==> config.mk <==
export PLATFORM = sky130hd
export DESIGN_NAME = id_ex_stage
export DESIGN_NICKNAME = d
export VERILOG_FILES = /design/src/rtl/id_ex_stage.sv
export SDC_FILE = /design/constraint.sdc
export NUM_CORES = 1
export LEC_CHECK = 0
export CAP_MARGIN = 20
export CORE_ASPECT_RATIO = 0.9
export CORE_UTILIZATION = 44
export CTS_CLUSTER_SIZE = 25
export DETAILED_ROUTE_END_ITERATION = 12
export PLACE_DENSITY = 0.84
export SYNTH_ARGS = -nofsm -noshare
export SYNTH_HDL_FRONTEND = slang
export SYNTH_SLANG_ARGS = --single-unit
==> constraint.sdc <==
create_clock -name clk -period 3 [get_ports clk]
set_input_delay 0.45 -clock clk [delete_from_list [all_inputs] [get_ports clk]]
set_output_delay 0.45 -clock clk [all_outputs]
set_load 0.05 [all_outputs]
==> src/rtl/id_ex_stage.sv <==
`default_nettype none
// ============================================================================
//  Module      : id_ex_stage
//  Description : ID/EX pipeline register with load-use hazard detection.
//                Captures the decoded instruction every cycle and presents it
//                to the execute stage. When the instruction in EX is a load
//                whose destination is a source of the instruction in ID, a
//                one-cycle bubble is loaded and Stall freezes PC and IF/ID.
//                Flush squashes the instruction entering EX; Hold freezes
//                this register.
//  Ports       : clk, reset (sync, active-high)
//                Hold, Flush              - pipeline control
//                *_id                     - decoded controls/operands/addresses
//                UsesRt_id                - instruction reads Rt as a source
//                *_ex                     - registered copies for the EX stage
//                Valid_ex                 - EX slot holds a real instruction
//                Stall                    - combinational stall request
//                BubbleCount (optional)   - count of load-use bubbles
//  Options     : ID_EX_HAZARD_STATS_EN adds the BubbleCount output/counter.
//  Revision    : 1.0 - initial release
// ============================================================================
module id_ex_stage #(
   parameter int DW = 32,
   parameter int AW = 5,
   parameter int CW = 5
) (
   input  logic          clk,
   input  logic          reset,
   input  logic          Hold,
   input  logic          Flush,
   input  logic          RegWrite_id,
   input  logic          MemRead_id,
   input  logic          MemWrite_id,
   input  logic          MemtoReg_id,
   input  logic          RegDst_id,
   input  logic          ALUSrcA_id,
   input  logic          ALUSrcB_id,
   input  logic [CW-1:0] ALUCode_id,
   input  logic [DW-1:0] Imm_id,
   input  logic [DW-1:0] Sa_id,
   input  logic [DW-1:0] RsData_id,
   input  logic [DW-1:0] RtData_id,
   input  logic [AW-1:0] RsAddr_id,
   input  logic [AW-1:0] RtAddr_id,
   input  logic [AW-1:0] RdAddr_id,
   input  logic          UsesRt_id,
   output logic          RegWrite_ex,
   output logic          MemRead_ex,
   output logic          MemWrite_ex,
   output logic          MemtoReg_ex,
   output logic          RegDst_ex,
   output logic          ALUSrcA_ex,
   output logic          ALUSrcB_ex,
   output logic [CW-1:0] ALUCode_ex,
   output logic [DW-1:0] Imm_ex,
   output logic [DW-1:0] Sa_ex,
   output logic [DW-1:0] RsData_ex,
   output logic [DW-1:0] RtData_ex,
   output logic [AW-1:0] RsAddr_ex,
   output logic [AW-1:0] RtAddr_ex,
   output logic [AW-1:0] RdAddr_ex,
   output logic          Valid_ex,
`ifdef ID_EX_HAZARD_STATS_EN
   output logic [31:0]   BubbleCount,
`endif
   output logic          Stall
);

   // All captured fields travel as one packed word; a bubble is simply zero.
   localparam int c_PKT_W = 7 + CW + 4*DW + 3*AW;

   logic [c_PKT_W-1:0] w_pkt_id;
   logic [c_PKT_W-1:0] w_pkt_d;
   logic [c_PKT_W-1:0] r_pkt_q;
   logic               w_valid_d;
   logic               r_valid_q;
   logic               w_load_use;
   logic               w_lu_bubble;

   assign w_pkt_id = {RegWrite_id, MemRead_id, MemWrite_id, MemtoReg_id,
                      RegDst_id, ALUSrcA_id, ALUSrcB_id, ALUCode_id,
                      Imm_id, Sa_id, RsData_id, RtData_id,
                      RsAddr_id, RtAddr_id, RdAddr_id};

   assign {RegWrite_ex, MemRead_ex, MemWrite_ex, MemtoReg_ex,
           RegDst_ex, ALUSrcA_ex, ALUSrcB_ex, ALUCode_ex,
           Imm_ex, Sa_ex, RsData_ex, RtData_ex,
           RsAddr_ex, RtAddr_ex, RdAddr_ex} = r_pkt_q;

   assign Valid_ex = r_valid_q;

   // A load in EX whose destination feeds the ID instruction. Register 0 is
   // hard-wired, so it never creates a dependency. Rt only matters when the
   // ID instruction actually reads it (not when Rt is its destination).
   assign w_load_use = MemRead_ex & Valid_ex & (RtAddr_ex != '0) &
                       ((RtAddr_ex == RsAddr_id) |
                        (UsesRt_id & (RtAddr_ex == RtAddr_id)));

   // Hold deliberately does not mask Stall: upstream must stay frozen until
   // the bubble has actually been inserted.
   assign Stall = w_load_use & ~Flush & ~reset;

   // Load-use bubble is taken only when neither Flush nor Hold has priority.
   assign w_lu_bubble = w_load_use & ~Flush & ~Hold;

   always_comb begin
      w_pkt_d   = r_pkt_q;
      w_valid_d = r_valid_q;
      if (Flush) begin
         w_pkt_d   = '0;
         w_valid_d = 1'b0;
      end else if (Hold) begin
         w_pkt_d   = r_pkt_q;
         w_valid_d = r_valid_q;
      end else if (w_load_use) begin
         w_pkt_d   = '0;
         w_valid_d = 1'b0;
      end else begin
         w_pkt_d   = w_pkt_id;
         w_valid_d = 1'b1;
      end
   end

   always_ff @(posedge clk) begin
      if (reset) begin
         r_pkt_q   <= '0;
         r_valid_q <= 1'b0;
      end else begin
         r_pkt_q   <= w_pkt_d;
         r_valid_q <= w_valid_d;
      end
   end

`ifdef ID_EX_HAZARD_STATS_EN
   logic [31:0] r_bubble_cnt_q;
   logic [31:0] w_bubble_cnt_d;

   // Natural 32-bit wrap from all-ones back to zero.
   assign w_bubble_cnt_d = w_lu_bubble ? (r_bubble_cnt_q + 32'd1) : r_bubble_cnt_q;

   always_ff @(posedge clk) begin
      if (reset) begin
         r_bubble_cnt_q <= '0;
      end else begin
         r_bubble_cnt_q <= w_bubble_cnt_d;
      end
   end

   assign BubbleCount = r_bubble_cnt_q;
`else
   // Without statistics the bubble decision has no observer beyond the
   // next-state logic; keep it referenced so the intent stays visible.
   logic w_unused_lu_bubble;
   assign w_unused_lu_bubble = w_lu_bubble;
`endif

endmodule
`default_nettype wire
# Word-level counts from Yosys, hierarchy flattened

Cells that the tools add are included.

Input port bits: 160
Logic and storage cells: 17
Register bits: 156
Output and inout port bits: 157

Bitwise operators: 9
Equality and inequality tests: 2
Reductions and logical operators: 2
Muxes and demuxes: 2

Operators with widths:

| cell                | number |
|---|---|
| two-way mux 155 bit | 1 |
| == test 5 bit       | 2 |
| bitwise AND 1 bit   | 6 |
| nonzero test 5 bit  | 1 |
| inverter 1 bit      | 2 |
| OR reduction 2 bit  | 1 |
| two-way mux 1 bit   | 1 |
| OR 1 bit            | 1 |

# Longest topological paths before layout

Gate-level depths: netlist of the first run.

Depth in word-level cells: 6
Gate-level depth with buffers: 6
Mapped depth without buffers: 4

# Least setup slack after synthesis of the first run

Ideal clock, no wire load.

Path kind: register -> output
From: register r_pkt_q[5]
To: output Stall
Required time: 2.550 ns
Path buffers: 1
Arrival time: 3.111 ns
Setup slack: -0.561 ns
Stages on the path, launching flop included: 6
Cells stage by stage: dfxtp_1 xnor2_1 nand3_1 o22ai_1 clkbuf_1 nor4b_1

Longest elaborated chain between the ends: 6
Elaborated cells between the ends (all ways): 9
Classes of those cells: eq/ne: 2; bitwise: 6; reduce/logical: 1

RTL lines:

| what                     | line | text |
|---|---|---|
| start: declaration       | 74   | `logic [c_PKT_W-1:0] r_pkt_q;` |
| start signal: assignment | 129  | `r_pkt_q <= w_pkt_d;` |
| == test 5 bit            | 97   | `(UsesRt_id & (RtAddr_ex == RtAddr_id)));` |
| bitwise AND 1 bit        | 97   |  |
| OR 1 bit                 | 96   | `((RtAddr_ex == RsAddr_id) \|` |
| bitwise AND 1 bit *      | 95   | `assign w_load_use = MemRead_ex & Valid_ex & (RtAddr_ex != '0) &` |
| bitwise AND 1 bit *      | n/a  |  |
| bitwise AND 1 bit *      | 101  | `assign Stall = w_load_use & ~Flush & ~reset;` |
| end: declaration         | 66   | `output logic Stall` |

Mark *: on every way between the ends. The rest lies on a longest branch, timed or not.

# Final worst setup path of the first run

From: input RsAddr_id[0]
To: output Stall

Longest elaborated chain between the ends: 5

RTL lines:

| what               | line | text |
|---|---|---|
| start: declaration | 43   | `input logic [AW-1:0] RsAddr_id,` |
| == test 5 bit      | 96   |  |
| OR 1 bit           | 96   |  |
| bitwise AND 1 bit  | 95   |  |
| bitwise AND 1 bit  | n/a  |  |
| bitwise AND 1 bit  | 101  |  |

Every way passes these cells.

==> metrics.yaml, run 1 <==
hpwl_mm: 13.45
maxCapViolCount: 0
drt_first_pass_iters: 5
drc: 0
max_freq_mhz: 392.9
wl_mm: 20.90
worstSetupStartpointType: "input port"
viasPerCell: 5.703
nets: 1153
synth_compound_area_share_pct: 33.61
drv_slew: 0
crit_family: "buffers and inverters"
cts_tree: "done"
path_class: "input port to output pin"
post-cts-setup-buffers: 0
ir_worst_vdd_v: 0.0004097
arrival_ps: 2100
die_h_um: 116.7
p_leak_nw: 3.347
place.gp.congestion: 0.7871
clockRootBuffer: "clkbuf_16"
numPortBuffers: 316
min_period_ps: 2545
ys.flop_type: "dfxtp_1"
finalSetupViolations: 0
hold_violations: 0
diodes: 0
ant_nets: 0
cts.sinks: 156
clockBufferDepth: 2
worstPathCellList: "clkdlybuf4s50_1 -> xnor2_1 -> nand3_1 -> o22ai_4 -> nor4b_2 -> buf_12"
slew_headroom_pct: 61.61
cp.required_ps: 2550
yosysTopAreaCellShare_pct: 48.54
fin_crit_sh_pct: 84.84
area_growth_pct: 58.30
ios: 317
ys_types: 20
syn-cell-area_um2: 6434
ys_top_cells_by_area: "dfxtp_1 (49%), a32oi_1 (21%), o21ai_0 (12%), nand2_1 (9.2%), clkbuf_1 (3.8%)"
fill_cells: 1075
synth.most_common_cell: "nand2_1"
cts_buffers: 17
rows: 41
place_ws_ps: 486.8
clkTransAtPathRegs_ps: 60
route.met2.wl_mm: 10.04
grt_usage_pct: 26.24
path_buf_inv: 2
fin_ws_ps: 454.7
cp_max_fo: 3
synth_top_family_by_area: "compound AO/OA/AOI/OAI gates"
synth-xor-area-share_pct: 1.361
cpPeakStageDelay_ps: 550
fin_skew_ps: 9.708
start_util_pct: 45.44
status: "completed"
synth_edf_count: 0
hp-class: "flop to flop"
wl_met3_mm: 2.002
synthArstFlopShare_pct: 0
drive_above_1_share_pct: 4.482
yosys.area_share.simple_pct: 9.860
synthesis.nets: 891
muxShareOfSynthArea_pct: 0
power.density_nw_per_um2: 538.5
cp-end-kind: "output pin"
setup_tns_ps: 0
core_area_um2: 14160
avgSynthCellArea_um2: 8.801
worst_slew_pin_slew_ps: 574.1
grt_overflow_total: 0
via_count: 6826
ys_seq_area_share_pct: 48.54
slowest_stage: "clkdlybuf4s50_1"
drt_iter0_drc: 627
grt_pass1_vias: 6185
die_w_um: 129.5
top_layer: "met4"
antenna_found_initial: 0
yosysTopAreaCell: "dfxtp_1"
htree_levels: 4
synthAdderAreaFrac_pct: 0
wl_per_cell_um: 17.46
grt_max_degree: 157
ctsHoldBuffers: 0
wl_met1_mm: 8.330
dieArea_um2: 15110
clk_latency_ps: 420
rsz0062_at_grt: "false"
synth_commonest_cells: "nand2_1 (157), dfxtp_1 (156), o21ai_0 (156)"
synth_seq_cells: 156
grt_pass1_wl_mm: 31.29
synthCells: 731
cts_resized: 0
yosys_warnings: 0
==> kinds of logic after synthesis <==
group | after synthesis
simple gates | 165
buf+inv | 86
compound gates | 314
flops | 156
xor+xnor | 10
==> worst reg2reg max path, delay by kind of cell, from the launching register on <==
kind	cells	cell delay, ps
simple gates	1	610
buf+inv	1	480
flops	1	350
compound gates	3	620
==> power breakdown <==
part,total (mW),switching [mW],leakage [nW],internal (mW)
Sequential,2.29,0.0781,1.28,2.21
Clock,1.94,0.806,0.258,1.13
Combinational,1.26,0.763,1.81,0.498
==> flip-flops by register name (all words and copies together) (netlist names) <==
name	count
Valid_ex	1
r_pkt_q	155
==> path summary, 6_finish.rpt <==
path,to,start,cells after the start,slack [ps]
worst max-delay path,Stall,RsAddr_id[0],6,450
worst min-delay path,r_pkt_q[109],r_pkt_q[109],2,460
worst max register to register,r_pkt_q[49],r_pkt_q[6],5,860
worst min register to register,r_pkt_q[109],r_pkt_q[109],2,460
==> area by class of cell <==
type                       count  area, um^2  share of cell area, %
multi-input combinational    489        2923                  28.70
timing repair buffer         328        3363                  33.02
inverter                       1       3.754                0.03685
clock buffer                  24       491.7                  4.828
sequential                   156        3123                  30.66
tap                          193       241.5                  2.371
clock inverter                 6       38.79                 0.3808
==> cell usage in the layout (no fill, tap or decap) <==
cell type and count:
o211ai_4 1, nand2_1 157, clkbuf_8 4, buf_12 9, clkinv_2 3, xnor2_1 10
nand3_1 1, clkinv_4 1, buf_4 4, clkdlybuf4s50_1 315, a21oi_1 1, or4_1 1
a32oi_1 155, dfxtp_1 156, nand4_1 1, clkbuf_1 3, nor2_1 2, nor3_2 2
o22ai_4 1, o21ai_0 156, inv_1 1, clkinvlp_4 2, clkbuf_16 17, nor4b_2 1
==> layer usage <==
metal,vias to the layer above,GRT usage [%]
met5,-,0
met4,0,11.55
met3,35,9.253
met2,284,43.44
met1,3199,30.81
li1,3308,-
==> per-stage QoR <==
step | area (um^2) | total power [mW] | hold WS, ps | instances | utilization [%]
2_1_floorplan | 6440 | 3.002 | 589.9 | 731 | -
3_3_place_gp | 9654 | 3.564 | 445.0 | 1167 | 68.19
3_5_place_dp | 9654 | 3.580 | 454.6 | 1167 | 68.19
4_1_cts | 10180 | 5.518 | 468.5 | 1197 | 71.93
5_1_grt | 10180 | 5.691 | 485.0 | 1197 | 71.93
6_report | 10180 | 5.485 | 464.1 | 1197 | 71.93
Note: power is estimated with default switching activity, not from simulation.
==> run 2, diff against run 1 <==
--- a/config.mk
+++ b/config.mk
@@ -7,10 +7,10 @@
 export LEC_CHECK = 0
 export CAP_MARGIN = 20
 export CORE_ASPECT_RATIO = 0.9
-export CORE_UTILIZATION = 44
+export CORE_UTILIZATION = 41
 export CTS_CLUSTER_SIZE = 25
 export DETAILED_ROUTE_END_ITERATION = 12
-export PLACE_DENSITY = 0.84
+export PLACE_DENSITY = 0.79
 export SYNTH_ARGS = -nofsm -noshare
 export SYNTH_HDL_FRONTEND = slang
 export SYNTH_SLANG_ARGS = --single-unit
==> constraint.sdc (replaced) <==
create_clock -name clk -period 2.55 [get_ports clk]
set_input_delay 0.3825 -clock clk [delete_from_list [all_inputs] [get_ports clk]]
set_output_delay 0.3825 -clock clk [all_outputs]
set_load 0.05 [all_outputs]
==> metrics.yaml, run 2 (synthesis results as in run 1) <==
status: "completed"
clockRootBuffer: "clkbuf_16"
wl_per_cell_um: 17.08
max_freq_mhz: 426.8
ant_nets: 0
p_leak_nw: 3.418
drt_first_pass_iters: 4
wl_mm: 20.67
viasPerCell: 5.606
power.density_nw_per_um2: 660.3
ios: 317
cp-end-kind: "output pin"
stdcell_count: 1210
area_growth_pct: 60.42
cts_resized: 0
drt_iter0_drc: 525
antenna_found_initial: 0
finalSetupViolations: 0
setup_tns_ps: 0
cts_buffers: 17
wl_met1_mm: 8.474
die_h_um: 120.8
wl_met3_mm: 1.627
fin_ws_ps: 207.0
r2r_slack_ps: 450
top_layer: "met4"
place.gp.congestion: 0.8220
worst_slew_pin_slew_ps: 705.8
clkTransAtPathRegs_ps: 60
final_cell_mix: "clkdlybuf4s50_1 (315), nand2_1 (157), dfxtp_1 (156), o21ai_0 (156), a32oi_1 (155)"
grt_max_degree: 143
grt_pass1_wl_mm: 31.81
slew_headroom_pct: 52.95
drv_slew: 0
maxCapViolCount: 0
hpwl_mm: 13.35
fin_crit_sh_pct: 91.88
drive_above_1_share_pct: 5.060
arrival_ps: 1960
final_common_cell: "clkdlybuf4s50_1"
cts_tree: "done"
path_class: "flop to output pin"
worstSetupStartpointType: "flop"
grt_usage_pct: 24.59
fill_cells: 1252
fin_skew_ps: 10.56
largest_reg_flops: 155
numPortBuffers: 316
htree_levels: 4
clk_latency_ps: 420
place_ws_ps: 244.5
rows: 43
grt_overflow_total: 0
die_w_um: 134.0
cts.sinks: 156
drc: 0
rsz0062_at_grt: "false"
grt_pass1_vias: 6193
hp-class: "flop to flop"
via_count: 6783
nets: 1155
ctsHoldBuffers: 0
ir_worst_vdd_v: 0.0004960
post-cts-setup-buffers: 0
top_register: "r_pkt_q"
start_util_pct: 41.81
min_period_ps: 2343
route.met2.wl_mm: 10.14
diodes: 0
hold_violations: 0
dpl.cell_count: 1178
core_area_um2: 15390
cp.required_ps: 2170
dieArea_um2: 16200
clockBufferDepth: 2
cp_max_fo: 5
-- run 2: cell count changes in the layout (fill, tap and decap cells not counted), sizes merged --
cell | previous run | this run
buf | 13 | 15
bufinv | 0 | 3
clkbuf | 24 | 22
clkinv | 4 | 5
clkinvlp | 2 | 1
inv | 1 | 2
-- run 2: power by group --
| part | switching, mW | internal, mW |
|---|---|---|
| clock | 1.00 | 1.64 |
| sequential | 0.0908 | 2.60 |
| combinational | 0.895 | 0.589 |
-- run 2: final timing paths --
check | endpoint | startpoint | cells after the start
setup / recovery | Stall | r_pkt_q[6] | 4
hold / removal | r_pkt_q[71] | r_pkt_q[71] | 2
setup reg to reg | r_pkt_q[55] | r_pkt_q[6] | 5
hold reg to reg | r_pkt_q[71] | r_pkt_q[71] | 2
-- run 2: final cells by class --
cell class	count	area, um^2	share of cell area (%)
Multi-Input combinational cell	489	2932	28.40
Timing Repair Buffer	330	3391	32.85
Tap cell	202	252.7	2.449
Inverter	1	3.754	0.03637
Clock inverter	10	135.1	1.309
Clock buffer	22	484.2	4.691
Sequential cell	156	3123	30.26
-- run 2: worst max-delay path, cell delays in order (launching register included) --
cell and delay (ps):
dfxtp_1 350, or4_1 610, o211ai_4 330, nor4b_4 90
buf_12 160
-- run 2: per-layer routing --
metal  vias to the layer above  GRT usage [%]
li1                       3302              -
met4                         0          10.18
met3                        34          7.883
met1                      3167          29.46
met2                       280          40.58
met5                         -              0
-- run 2: metrics by stage --
| stage | hold slack [ps] | total power, mW | area (um^2) | util [%] |
|---|---|---|---|---|
| floorplan | 522.4 | 3.532 | 6449 | - |
| global placement | 444.6 | 4.201 | 9702 | 63.05 |
| detailed placement | 453.4 | 4.218 | 9702 | 63.05 |
| CTS | 466.6 | 6.861 | 10320 | 67.08 |
| global route | 486.8 | 7.052 | 10320 | 67.08 |
| finish | 462.4 | 6.815 | 10320 | 67.08 |
==> run 3, diff against run 2 <==
--- a/config.mk
+++ b/config.mk
@@ -6,11 +6,12 @@
 export NUM_CORES = 1
 export LEC_CHECK = 0
 export CAP_MARGIN = 20
-export CORE_ASPECT_RATIO = 0.9
-export CORE_UTILIZATION = 41
+export CORE_AREA = 2 2 124 126
 export CTS_CLUSTER_SIZE = 25
 export DETAILED_ROUTE_END_ITERATION = 12
-export PLACE_DENSITY = 0.79
+export DIE_AREA = 0 0 126 128
+export DONT_BUFFER_PORTS = 1
+export PLACE_DENSITY = 0.56
 export SYNTH_ARGS = -nofsm -noshare
 export SYNTH_HDL_FRONTEND = slang
 export SYNTH_SLANG_ARGS = --single-unit
==> metrics.yaml, run 3 (synthesis results as in run 1) <==
pwr-share-comb_pct: 6.0
grt_pass1_wl_mm: 28.31
power.density_nw_per_um2: 851.3
cts_resized: 0
wl_mm: 18.47
clockRootBuffer: "clkbuf_16"
crit_family: "simple AND/OR/NAND/NOR gates"
cp_max_fo: 5
max_freq_mhz: 437.6
drive_above_1_share_pct: 6.946
pwr-share-clk_pct: 40.2
path_buf_inv: 1
fin_crit_sh_pct: 89.61
cts_buffers: 17
worstSetupStartpointType: "flop"
final_common_cell: "nand2_1"
clockBufferDepth: 2
p_switching_mw: 1.817
final_util_pct: 47.52
ios: 317
ctsHoldBuffers: 0
viasPerCell: 6.359
maxCapViolCount: 0
rsz0062_at_grt: "false"
status: "completed"
rows: 45
hold_violations: 0
clkTransAtPathRegs_ps: 60
drc: 0
ir_worst_vdd_v: 0.0004384
drt_iter0_drc: 494
fin_skew_ps: 11.25
worstPathCellList: "or4_1 -> o211ai_4 -> nor4b_4 -> buf_12"
drt_first_pass_iters: 5
die_h_um: 128
grt_usage_pct: 21.59
cts_tree: "done"
p_int_mw: 4.196
top_register: "r_pkt_q"
p_leak_nw: 2.204
start_util_pct: 43.28
drv_slew: 0
worst_slew_pin_slew_ps: 673.1
core_area_um2: 14860
hpwl_mm: 11.91
largest_reg_flops: 155
via_count: 5590
cp-end-kind: "output pin"
antenna_found_initial: 0
netSwitchingFraction_pct: 30.21
nets: 842
sequentialPowerShare_pct: 53.9
htree_levels: 4
finalSetupViolations: 0
die_w_um: 126
clk_latency_ps: 420
min_period_ps: 2285
cp.required_ps: 2170
post-cts-setup-buffers: 0
grt_max_degree: 174
setup_tns_ps: 0
diodes: 0
cpPeakStageDelay_ps: 600
cts.sinks: 156
dieArea_um2: 16130
grt_pass1_vias: 5179
place.gp.congestion: 0.7788
numPortBuffers: 0
ant_nets: 0
arrival_ps: 1900
grt_overflow_total: 0
area_growth_pct: 9.782
path_class: "flop to output pin"
slew_headroom_pct: 55.13
final_cell_mix: "nand2_1 (157), dfxtp_1 (156), o21ai_0 (156), a32oi_1 (155), clkbuf_16 (17)"
wl_per_cell_um: 21.01
slowest_stage: "or4_1"
hp-class: "input port to flop"
[run 3: cell types whose count changed in the layout (fill, tap and decap cells not counted), sizes merged]
cell | before | now
buf | 15 | 17
bufinv | 3 | 2
clkbuf | 22 | 21
clkdlybuf4s50 | 315 | 0
clkinv | 5 | 3
clkinvlp | 1 | 2
inv | 2 | 1
[run 3: routing by layer]
metal	vias up	part of all wire (%)	track usage [%]
li1	2672	-	-
met3	32	10	9.057
met1	2618	39	26.19
met5	-	0	0
met4	0	2.5	9.244
met2	268	48	33.78
[run 3: final timing paths]
path,depth (start not counted),to,slack [ps],start
worst min-delay path,2,r_pkt_q[81],100,Sa_id[2]
worst max-delay path,4,Stall,260,r_pkt_q[6]
worst min register to register,2,r_pkt_q[6],600,r_pkt_q[6]
worst max register to register,5,r_pkt_q[88],460,r_pkt_q[6]
[run 3: layout make-up]
| cell class | instances | area (um^2) |
|---|---|---|
| Fill cell | 1392 | 7801 |
| Sequential cell | 156 | 3123 |
| Multi-Input combinational cell | 489 | 2932 |
| Clock buffer | 21 | 460.4 |
| Tap cell | 188 | 235.2 |
| Timing Repair Buffer | 17 | 215.2 |
| Clock inverter | 7 | 93.84 |
| Inverter | 1 | 3.754 |
[run 3: metrics by stage]
| stage | hold WS [ps] | instances | setup WS (ps) | power [mW] | area [um^2] |
|---|---|---|---|---|---|
| 4_1_cts | 78.55 | 879 | 233.9 | 6.068 | 7063 |
| 3_5_place_dp | 529.3 | 851 | 492.3 | 3.651 | 6509 |
| 2_1_floorplan | 522.4 | 731 | 66.81 | 3.532 | 6449 |
| 5_1_grt | 86.11 | 879 | 158.8 | 6.238 | 7063 |
| 6_report | 99.52 | 879 | 265.0 | 6.013 | 7063 |
| 3_3_place_gp | 523.2 | 851 | 536.5 | 3.632 | 6509 |
[run 3: power groups by stage]
stage / sequential [mW] / clock (mW) / combinational, mW
4_1_cts: 3.24 / 2.47 / 0.359
6_report: 3.24 / 2.41 / 0.359
2_1_floorplan: 3.27 / 0 / 0.262
3_5_place_dp: 3.29 / 0 / 0.359
3_3_place_gp: 3.29 / 0 / 0.340
5_1_grt: 3.26 / 2.58 / 0.404
